$ cat src/rtl/ps2_mouse_pktbuf_pkg.sv
// ps2m_pkg: shared constants and types for the PS2 mouse packet buffer.
//   - packet lengths (standard 3-byte, IntelliMouse 4-byte)
//   - common PS2 device reply codes
//   - FSM state encoding used by ps2_mouse_pktbuf
package ps2m_pkg;

  localparam logic [2:0] PS2M_PKT_LEN3 = 3'd3;
  localparam logic [2:0] PS2M_PKT_LEN4 = 3'd4;

  localparam logic [7:0] PS2M_ACK    = 8'hFA;
  localparam logic [7:0] PS2M_RESEND = 8'hFE;
  localparam logic [7:0] PS2M_ERR    = 8'hFC;

  typedef enum logic [1:0] {
    ST_IDLE    = 2'd0,
    ST_COLLECT = 2'd1,
    ST_DISCARD = 2'd2
  } ps2m_state_t;

endpackage

$ cat src/rtl/ps2_mouse_pktbuf_commit_fifo.sv
// ps2m_commit_fifo: byte FIFO with a speculative write pointer.
// Bytes are written at the speculative pointer and only become visible to the
// reader when committed; rollback discards everything since the last commit.
// Ports:
//   clk6x/resetn   clock, synchronous active-low reset
//   i_wr/i_wdata   speculative write
//   i_commit       publish speculative pointer (includes a same-cycle write)
//   i_rollback     speculative pointer := committed pointer
//   i_deq          pop head (ignored when empty)
//   o_rdata        head byte, 0x00 when empty
//   o_rvalid       committed data available
//   o_free         free bytes, measured between read and committed pointers
module ps2m_commit_fifo #(
  parameter int AW = 4
) (
  input  logic        clk6x,
  input  logic        resetn,
  input  logic        i_wr,
  input  logic [7:0]  i_wdata,
  input  logic        i_commit,
  input  logic        i_rollback,
  input  logic        i_deq,
  output logic [7:0]  o_rdata,
  output logic        o_rvalid,
  output logic [AW:0] o_free
);
  localparam int DEPTH = 2**AW;

  logic [7:0]  r_mem [DEPTH];
  logic [AW:0] r_rptr, r_cptr, r_sptr;
  logic [AW:0] w_sptr_nxt;

  assign w_sptr_nxt = i_wr ? r_sptr + 1'b1 : r_sptr;

  always_ff @(posedge clk6x) begin
    if (!resetn) begin
      r_rptr <= '0;
      r_cptr <= '0;
      r_sptr <= '0;
    end else begin
      r_sptr <= i_rollback ? r_cptr : w_sptr_nxt;
      // commit takes the post-write pointer so the final byte lands atomically
      if (i_commit)           r_cptr <= w_sptr_nxt;
      if (i_deq && o_rvalid)  r_rptr <= r_rptr + 1'b1;
    end
  end

  always_ff @(posedge clk6x) begin
    if (i_wr) r_mem[r_sptr[AW-1:0]] <= i_wdata;
  end

  assign o_rvalid = (r_cptr != r_rptr);
  assign o_rdata  = o_rvalid ? r_mem[r_rptr[AW-1:0]] : 8'h00;
  // extra pointer bit makes full (16) distinguishable from empty (0)
  assign o_free   = (AW+1)'(DEPTH) - (r_cptr - r_rptr);

endmodule

$ cat src/rtl/ps2_mouse_pktbuf.sv
// ps2_mouse_pktbuf: groups PS2 mouse bytes into whole packets, checks sync
// (bit3 of byte 0), drops partial/late/overflowing packets, and queues only
// complete packets for the SMC mouse-buffer read path.
// Optional: define PS2M_WHEEL_EN to add wheel_mode_i (4-byte packets when 1,
// sampled at packet start).
// Ports:
//   clk6x, resetn(sync, low), ck1us  clock / reset / 1us tick
//   rx_byte_i, rx_byte_v_i, rx_err_i PS2 receiver byte stream
//   cmd_pend_i                       next IDLE byte is a command reply
//   m_rdata_o, m_rvalid_o, m_rdeq_i  FIFO read side
//   m_stat_o, reply_v_o              last reply byte / capture pulse
//   drop_cnt_o                       saturating dropped-packet counter
module ps2_mouse_pktbuf
  import ps2m_pkg::*;
#(
  parameter int FIFO_AW    = 4,
  parameter int TIMEOUT_US = 2000
) (
  input  logic       clk6x,
  input  logic       resetn,
  input  logic       ck1us,
`ifdef PS2M_WHEEL_EN
  input  logic       wheel_mode_i,
`endif
  input  logic [7:0] rx_byte_i,
  input  logic       rx_byte_v_i,
  input  logic       rx_err_i,
  input  logic       cmd_pend_i,
  output logic [7:0] m_rdata_o,
  output logic       m_rvalid_o,
  input  logic       m_rdeq_i,
  output logic [7:0] m_stat_o,
  output logic       reply_v_o,
  output logic [7:0] drop_cnt_o
);
  localparam int TW = $clog2(TIMEOUT_US + 1);

  ps2m_state_t      r_state, w_nxt;
  logic [2:0]       r_idx, w_idx_nxt;
  logic [2:0]       r_plen, w_len_start;
  logic [TW-1:0]    r_tmo;
  logic [7:0]       r_stat, r_drop;
  logic             r_reply_v;
  logic             w_wr, w_commit, w_rollback, w_drop_inc, w_stat_ld, w_plen_ld;
  logic             w_tmo_hit;
  logic [FIFO_AW:0] w_free;

`ifdef PS2M_WHEEL_EN
  assign w_len_start = wheel_mode_i ? PS2M_PKT_LEN4 : PS2M_PKT_LEN3;
`else
  assign w_len_start = PS2M_PKT_LEN3;
`endif

  assign w_tmo_hit = (r_state != ST_IDLE) && (r_tmo == TW'(TIMEOUT_US));

  always_ff @(posedge clk6x) begin
    if (!resetn) begin
      r_state   <= ST_IDLE;
      r_idx     <= '0;
      r_plen    <= PS2M_PKT_LEN3;
      r_tmo     <= '0;
      r_stat    <= 8'h00;
      r_reply_v <= 1'b0;
      r_drop    <= 8'h00;
    end else begin
      r_state   <= w_nxt;
      r_idx     <= w_idx_nxt;
      r_reply_v <= w_stat_ld;
      if (w_plen_ld) r_plen <= w_len_start;
      if (w_stat_ld) r_stat <= rx_byte_i;
      if (w_drop_inc && r_drop != 8'hFF) r_drop <= r_drop + 8'd1;
      if (rx_byte_v_i || w_nxt == ST_IDLE) r_tmo <= '0;
      else if (ck1us && r_state != ST_IDLE) r_tmo <= r_tmo + 1'b1;
    end
  end

  always_comb begin
    w_nxt      = r_state;
    w_idx_nxt  = r_idx;
    w_wr       = 1'b0;
    w_commit   = 1'b0;
    w_rollback = 1'b0;
    w_drop_inc = 1'b0;
    w_stat_ld  = 1'b0;
    w_plen_ld  = 1'b0;
    if (rx_err_i) begin
      // error wins over a same-cycle byte; that byte is thrown away
      w_rollback = 1'b1;
      w_drop_inc = (r_state != ST_IDLE);
      w_nxt      = ST_IDLE;
      w_idx_nxt  = '0;
    end else if (w_tmo_hit) begin
      w_rollback = 1'b1;
      w_drop_inc = 1'b1;
      w_nxt      = ST_IDLE;
      w_idx_nxt  = '0;
    end else if (rx_byte_v_i) begin
      unique case (r_state)
        ST_IDLE: begin
          if (cmd_pend_i) begin
            w_stat_ld = 1'b1;
          end else if (rx_byte_i[3]) begin
            w_plen_ld = 1'b1;
            w_idx_nxt = 3'd1;
            if (w_free >= (FIFO_AW+1)'(w_len_start)) begin
              w_wr  = 1'b1;
              w_nxt = ST_COLLECT;
            end else begin
              w_drop_inc = 1'b1;
              w_nxt      = ST_DISCARD;
            end
          end
        end
        ST_COLLECT: begin
          w_wr = 1'b1;
          if (r_idx + 3'd1 == r_plen) begin
            w_commit  = 1'b1;
            w_nxt     = ST_IDLE;
            w_idx_nxt = '0;
          end else begin
            w_idx_nxt = r_idx + 3'd1;
          end
        end
        ST_DISCARD: begin
          if (r_idx + 3'd1 == r_plen) begin
            w_nxt     = ST_IDLE;
            w_idx_nxt = '0;
          end else begin
            w_idx_nxt = r_idx + 3'd1;
          end
        end
        default: begin
          w_nxt     = ST_IDLE;
          w_idx_nxt = '0;
        end
      endcase
    end
  end

  ps2m_commit_fifo #(.AW(FIFO_AW)) u_fifo (
    .clk6x      (clk6x),
    .resetn     (resetn),
    .i_wr       (w_wr),
    .i_wdata    (rx_byte_i),
    .i_commit   (w_commit),
    .i_rollback (w_rollback),
    .i_deq      (m_rdeq_i),
    .o_rdata    (m_rdata_o),
    .o_rvalid   (m_rvalid_o),
    .o_free     (w_free)
  );

  assign m_stat_o   = r_stat;
  assign reply_v_o  = r_reply_v;
  assign drop_cnt_o = r_drop;

endmodule
$ cat config.mk
export PLATFORM = sky130hd
export DESIGN_NAME = ps2_mouse_pktbuf
export DESIGN_NICKNAME = d
export VERILOG_FILES = /design/src/rtl/ps2_mouse_pktbuf_pkg.sv /design/src/rtl/ps2_mouse_pktbuf_commit_fifo.sv /design/src/rtl/ps2_mouse_pktbuf.sv
export SDC_FILE = /design/constraint.sdc
export NUM_CORES = 1
export LEC_CHECK = 0
export CAP_MARGIN = 20
export CELL_PAD_IN_SITES_DETAIL_PLACEMENT = 0
export CELL_PAD_IN_SITES_GLOBAL_PLACEMENT = 1
export CORE_ASPECT_RATIO = 1.25
export CORE_MARGIN = 5
export CORE_UTILIZATION = 58
export CTS_CLUSTER_SIZE = 12
export DETAILED_ROUTE_END_ITERATION = 8
export DONT_BUFFER_PORTS = 1
export PLACE_DENSITY = 0.83
export SETUP_SLACK_MARGIN = 0.3
export SYNTH_ARGS = -nofsm -noshare
export SYNTH_HDL_FRONTEND = slang
export SYNTH_SLANG_ARGS = --single-unit
$ cat constraint.sdc
create_clock -name clk6x -period 4.65 [get_ports clk6x]
set_clock_uncertainty 0.05 [all_clocks]
set_input_delay 0.2325 -clock clk6x [delete_from_list [all_inputs] [get_ports clk6x]]
set_output_delay 0.2325 -clock clk6x [all_outputs]
set_load 0.05 [all_outputs]
==> results.txt <==
outcome: finished clean
Max-cap violations: 0
clock sinks: 180
number of buffers added on ports: 0
Syn Std Cell Area: 7640 um2
post-synthesis adder-cell area fraction: 0.0354
Seq pwr share: 0.540
complex-gate fraction of the synthesized area: 0.0470
vias in the first global route: 4318
final setup fails: 0
clock network fraction of design power: 0.436
Routed Wire Length: 15400 um
CP endpoint kind: register
Initial Utilization: 0.585
row cnt: 47
num ports: 41
wire length on met3: 850 um
Netlist cell types: 49
worst-margin pin slew: 0.951 ns
setup repair after global routing missed its margin: no
via count: 4181
Synth Flop Type: edfxtp_1
largest family of logic cells by synthesized area: multiplexers
via/cell ratio: 5.96
Peak VDD IR: 0.218 mV
Mapped Avg Cell Area: 15.2 um2
Yosys reg bits: 180
full die area: 15600 um2
CTS tree: yes
Yosys Warn Count: 0
DRT antenna net count: 0
die width: 113 um
DIE HEIGHT: 138 um
minimum clock period: 3.44 ns
post-DP HPWL: 10300 um
Clock Tree Buf Depth: 2
TNS Setup: 0 ns
Tcrit/Tclk final: 0.741
worst min-delay path category: primary input to register
Post-CTS Setup Inserts: 0
proportion of layout cells with a drive suffix above 1: 0.157
CTS Buf Count: 17
synthesized instance count: 502
global route total overflow: 0
Core Region: 13100 um2
data arrival time of the critical path: 3.69 ns
Initial DRT Pass Iterations: 4
Area Overhead vs Synth: 11.8%
clock slew at reported path FFs: 0.07 ns
Layout Nets: 553
net switching power: 0.000720 W
initial antenna violation count: 1
WL/cell: 21.9 um
Clock Latency Late Sink: 0.42 ns
post-synthesis net count: 538
Slew Limit Fails: 0
DRT met1 WL: 5940 um
Comb power frac: 0.025
XOR/XNOR share of the synthesized area: 0.0336
DR iter-0 viols: 260
Max Used Layer: met5
FFs w/ async S/R, synth: 0
power per cell area: 379 nW/um2
Final Hold Viols: 0
first-pass GRT wire length: 24400 um
Detail Route met2 WL: 8320 um
Rel. slew slack: 0.365
sequential cell area fraction in the yosys report: 0.640
largest net degree at the start of global routing: 40
RePlAce Congestion: 0.873
# diodes: 0
mux cell area share after synthesis: 0.127
# DRC: 0
placed cell area: 7820 um2
Lkg Pwr: 2.83 nW
all-layer global routing usage: 0.210
Crit Path Max Fanout: 10
worst setup path category: register to register
Post-synth EDFFs: 128
fin area: 8540 um2
f_max: 290 MHz
switch share: 0.223
post-synthesis simple-gate area fraction: 0.0985
H-tree depth: 4
Root Buffer: clkbuf_16
Int Pwr: 0.00251 W
CP startpoint kind: register
Gates resized, CTS repair: 0
Crit path required time: 4.90 ns
## metrics by stage
step / cells / power [W] / utilization / setup WS, ns / hold WS, ns
3_5_place_dp: 656 / 0.00183 / 0.599 / 1.27 / 0.282
3_3_place_gp: 655 / 0.00183 / 0.597 / 1.35 / 0.282
5_1_grt: 701 / 0.00335 / 0.654 / 1.02 / 0.0290
2_1_floorplan: 502 / 0.00182 / - / 1.55 / 0.281
6_report: 701 / 0.00323 / 0.654 / 1.21 / 0.00586
4_1_cts: 698 / 0.00325 / 0.652 / 1.23 / 0.0204
## worst max-delay path, cell delays in order (launching register included)
cell	delay [ns]
dfxtp_1	0.34
inv_1	0.05
ha_1	0.31
ha_1	0.23
fa_1	0.39
xor2_1	0.19
o311a_1	0.38
o41ai_4	0.62
nor2_1	0.38
xnor2_1	0.28
a21oi_1	0.09
## power by group through the flow
stage,Combinational (W),Sequential [W],Clock (W)
final,0.0000797,0.00174,0.00141
after global routing,0.0000882,0.00174,0.00151
after CTS,0.0000791,0.00174,0.00143
after detailed placement,0.0000475,0.00178,0
after global placement,0.0000465,0.00178,0
after floorplan,0.0000409,0.00178,0
## sequential cells by signal (all words and copies together), names as in the netlist, named ones only
name and flops:
drop_cnt_o 8, m_stat_o 8, r_idx 3, r_state 2, r_tmo 11, reply_v_o 1, u_fifo.r_cptr 5, u_fifo.r_mem 128
u_fifo.r_rptr 5, u_fifo.r_sptr 5
## cell usage after synthesis (14+ instances only)
cell type,number,area (um2)
mux4_2,40,901
xnor2_1,15,131
clkbuf_1,16,60.1
nand2_1,35,131
and2_1,20,125
nor2b_1,14,87.6
inv_1,16,60.1
ha_1,20,250
edfxtp_1,128,3840
nor2_1,18,67.6
dfxtp_1,52,1040
a21oi_1,17,85.1
## metal layers
metal	global-route usage	vias to the layer above
met5	0	-
met4	0.0677	2
met3	0.0564	18
met2	0.367	120
met1	0.252	2104
li1	-	1937
## repair_timing
item,CTS,global route
hold buffers,10,0
endpoints found under the hold margin,169,0
endpoints found under the setup margin,0,0
## area by class of cell
type                    instances  area, um2
clock buffers                  17        425
clock inverters                15        165
fillers                       937       4520
inverters                      16       60.1
multi-input cells             285       2620
flip-flops and latches        180       4890
well taps                     171        214
repair buffers                 17        170
## cell usage in the layout (no fill, tap or decap), drive strengths merged, types with 3 or more instances in the layout
| cell type | netlist | routed |
|---|---|---|
| nand4 | 7 | 7 |
| dfxtp | 52 | 52 |
| clkbuf | 16 | 17 |
| xor2 | 9 | 9 |
| buf | 5 | 7 |
| edfxtp | 128 | 128 |
| o21ai | 12 | 12 |
| mux4 | 40 | 40 |
| mux2i | 7 | 7 |
| clkinv | 0 | 4 |
| nor4 | 3 | 3 |
| a21boi | 9 | 9 |
| nor2 | 18 | 18 |
| nand2 | 35 | 35 |
| and3 | 10 | 10 |
| and4 | 4 | 4 |
| a21oi | 17 | 17 |
| xnor2 | 15 | 15 |
| and2 | 20 | 20 |
| ha | 20 | 20 |
| dlygate4sd3 | 0 | 10 |
| inv | 16 | 24 |
| nand2b | 5 | 5 |
| nor3 | 4 | 4 |
| nor3b | 4 | 4 |
| nor2b | 14 | 14 |
| nand3 | 8 | 8 |
## cell families after synthesis
group / Yosys count
mux: 47
fa+ha+maj: 21
compound gates: 53
xor+xnor: 26
simple gates: 138
buf+inv: 37
flops: 180
## path summary, 6_finish.rpt
check / startpoint / endpoint / slack [ns] / cells after the start
setup / recovery: u_fifo.r_cptr[1] / u_fifo.r_cptr[4] / 1.21 / 10
hold / removal: rx_err_i / m_stat_o[4] / 0.006 / 3
setup reg to reg: u_fifo.r_cptr[1] / u_fifo.r_cptr[4] / 1.21 / 10
hold reg to reg: r_idx[0] / r_idx[0] / 0.43 / 2
Note: power is estimated with default switching activity, not from simulation.
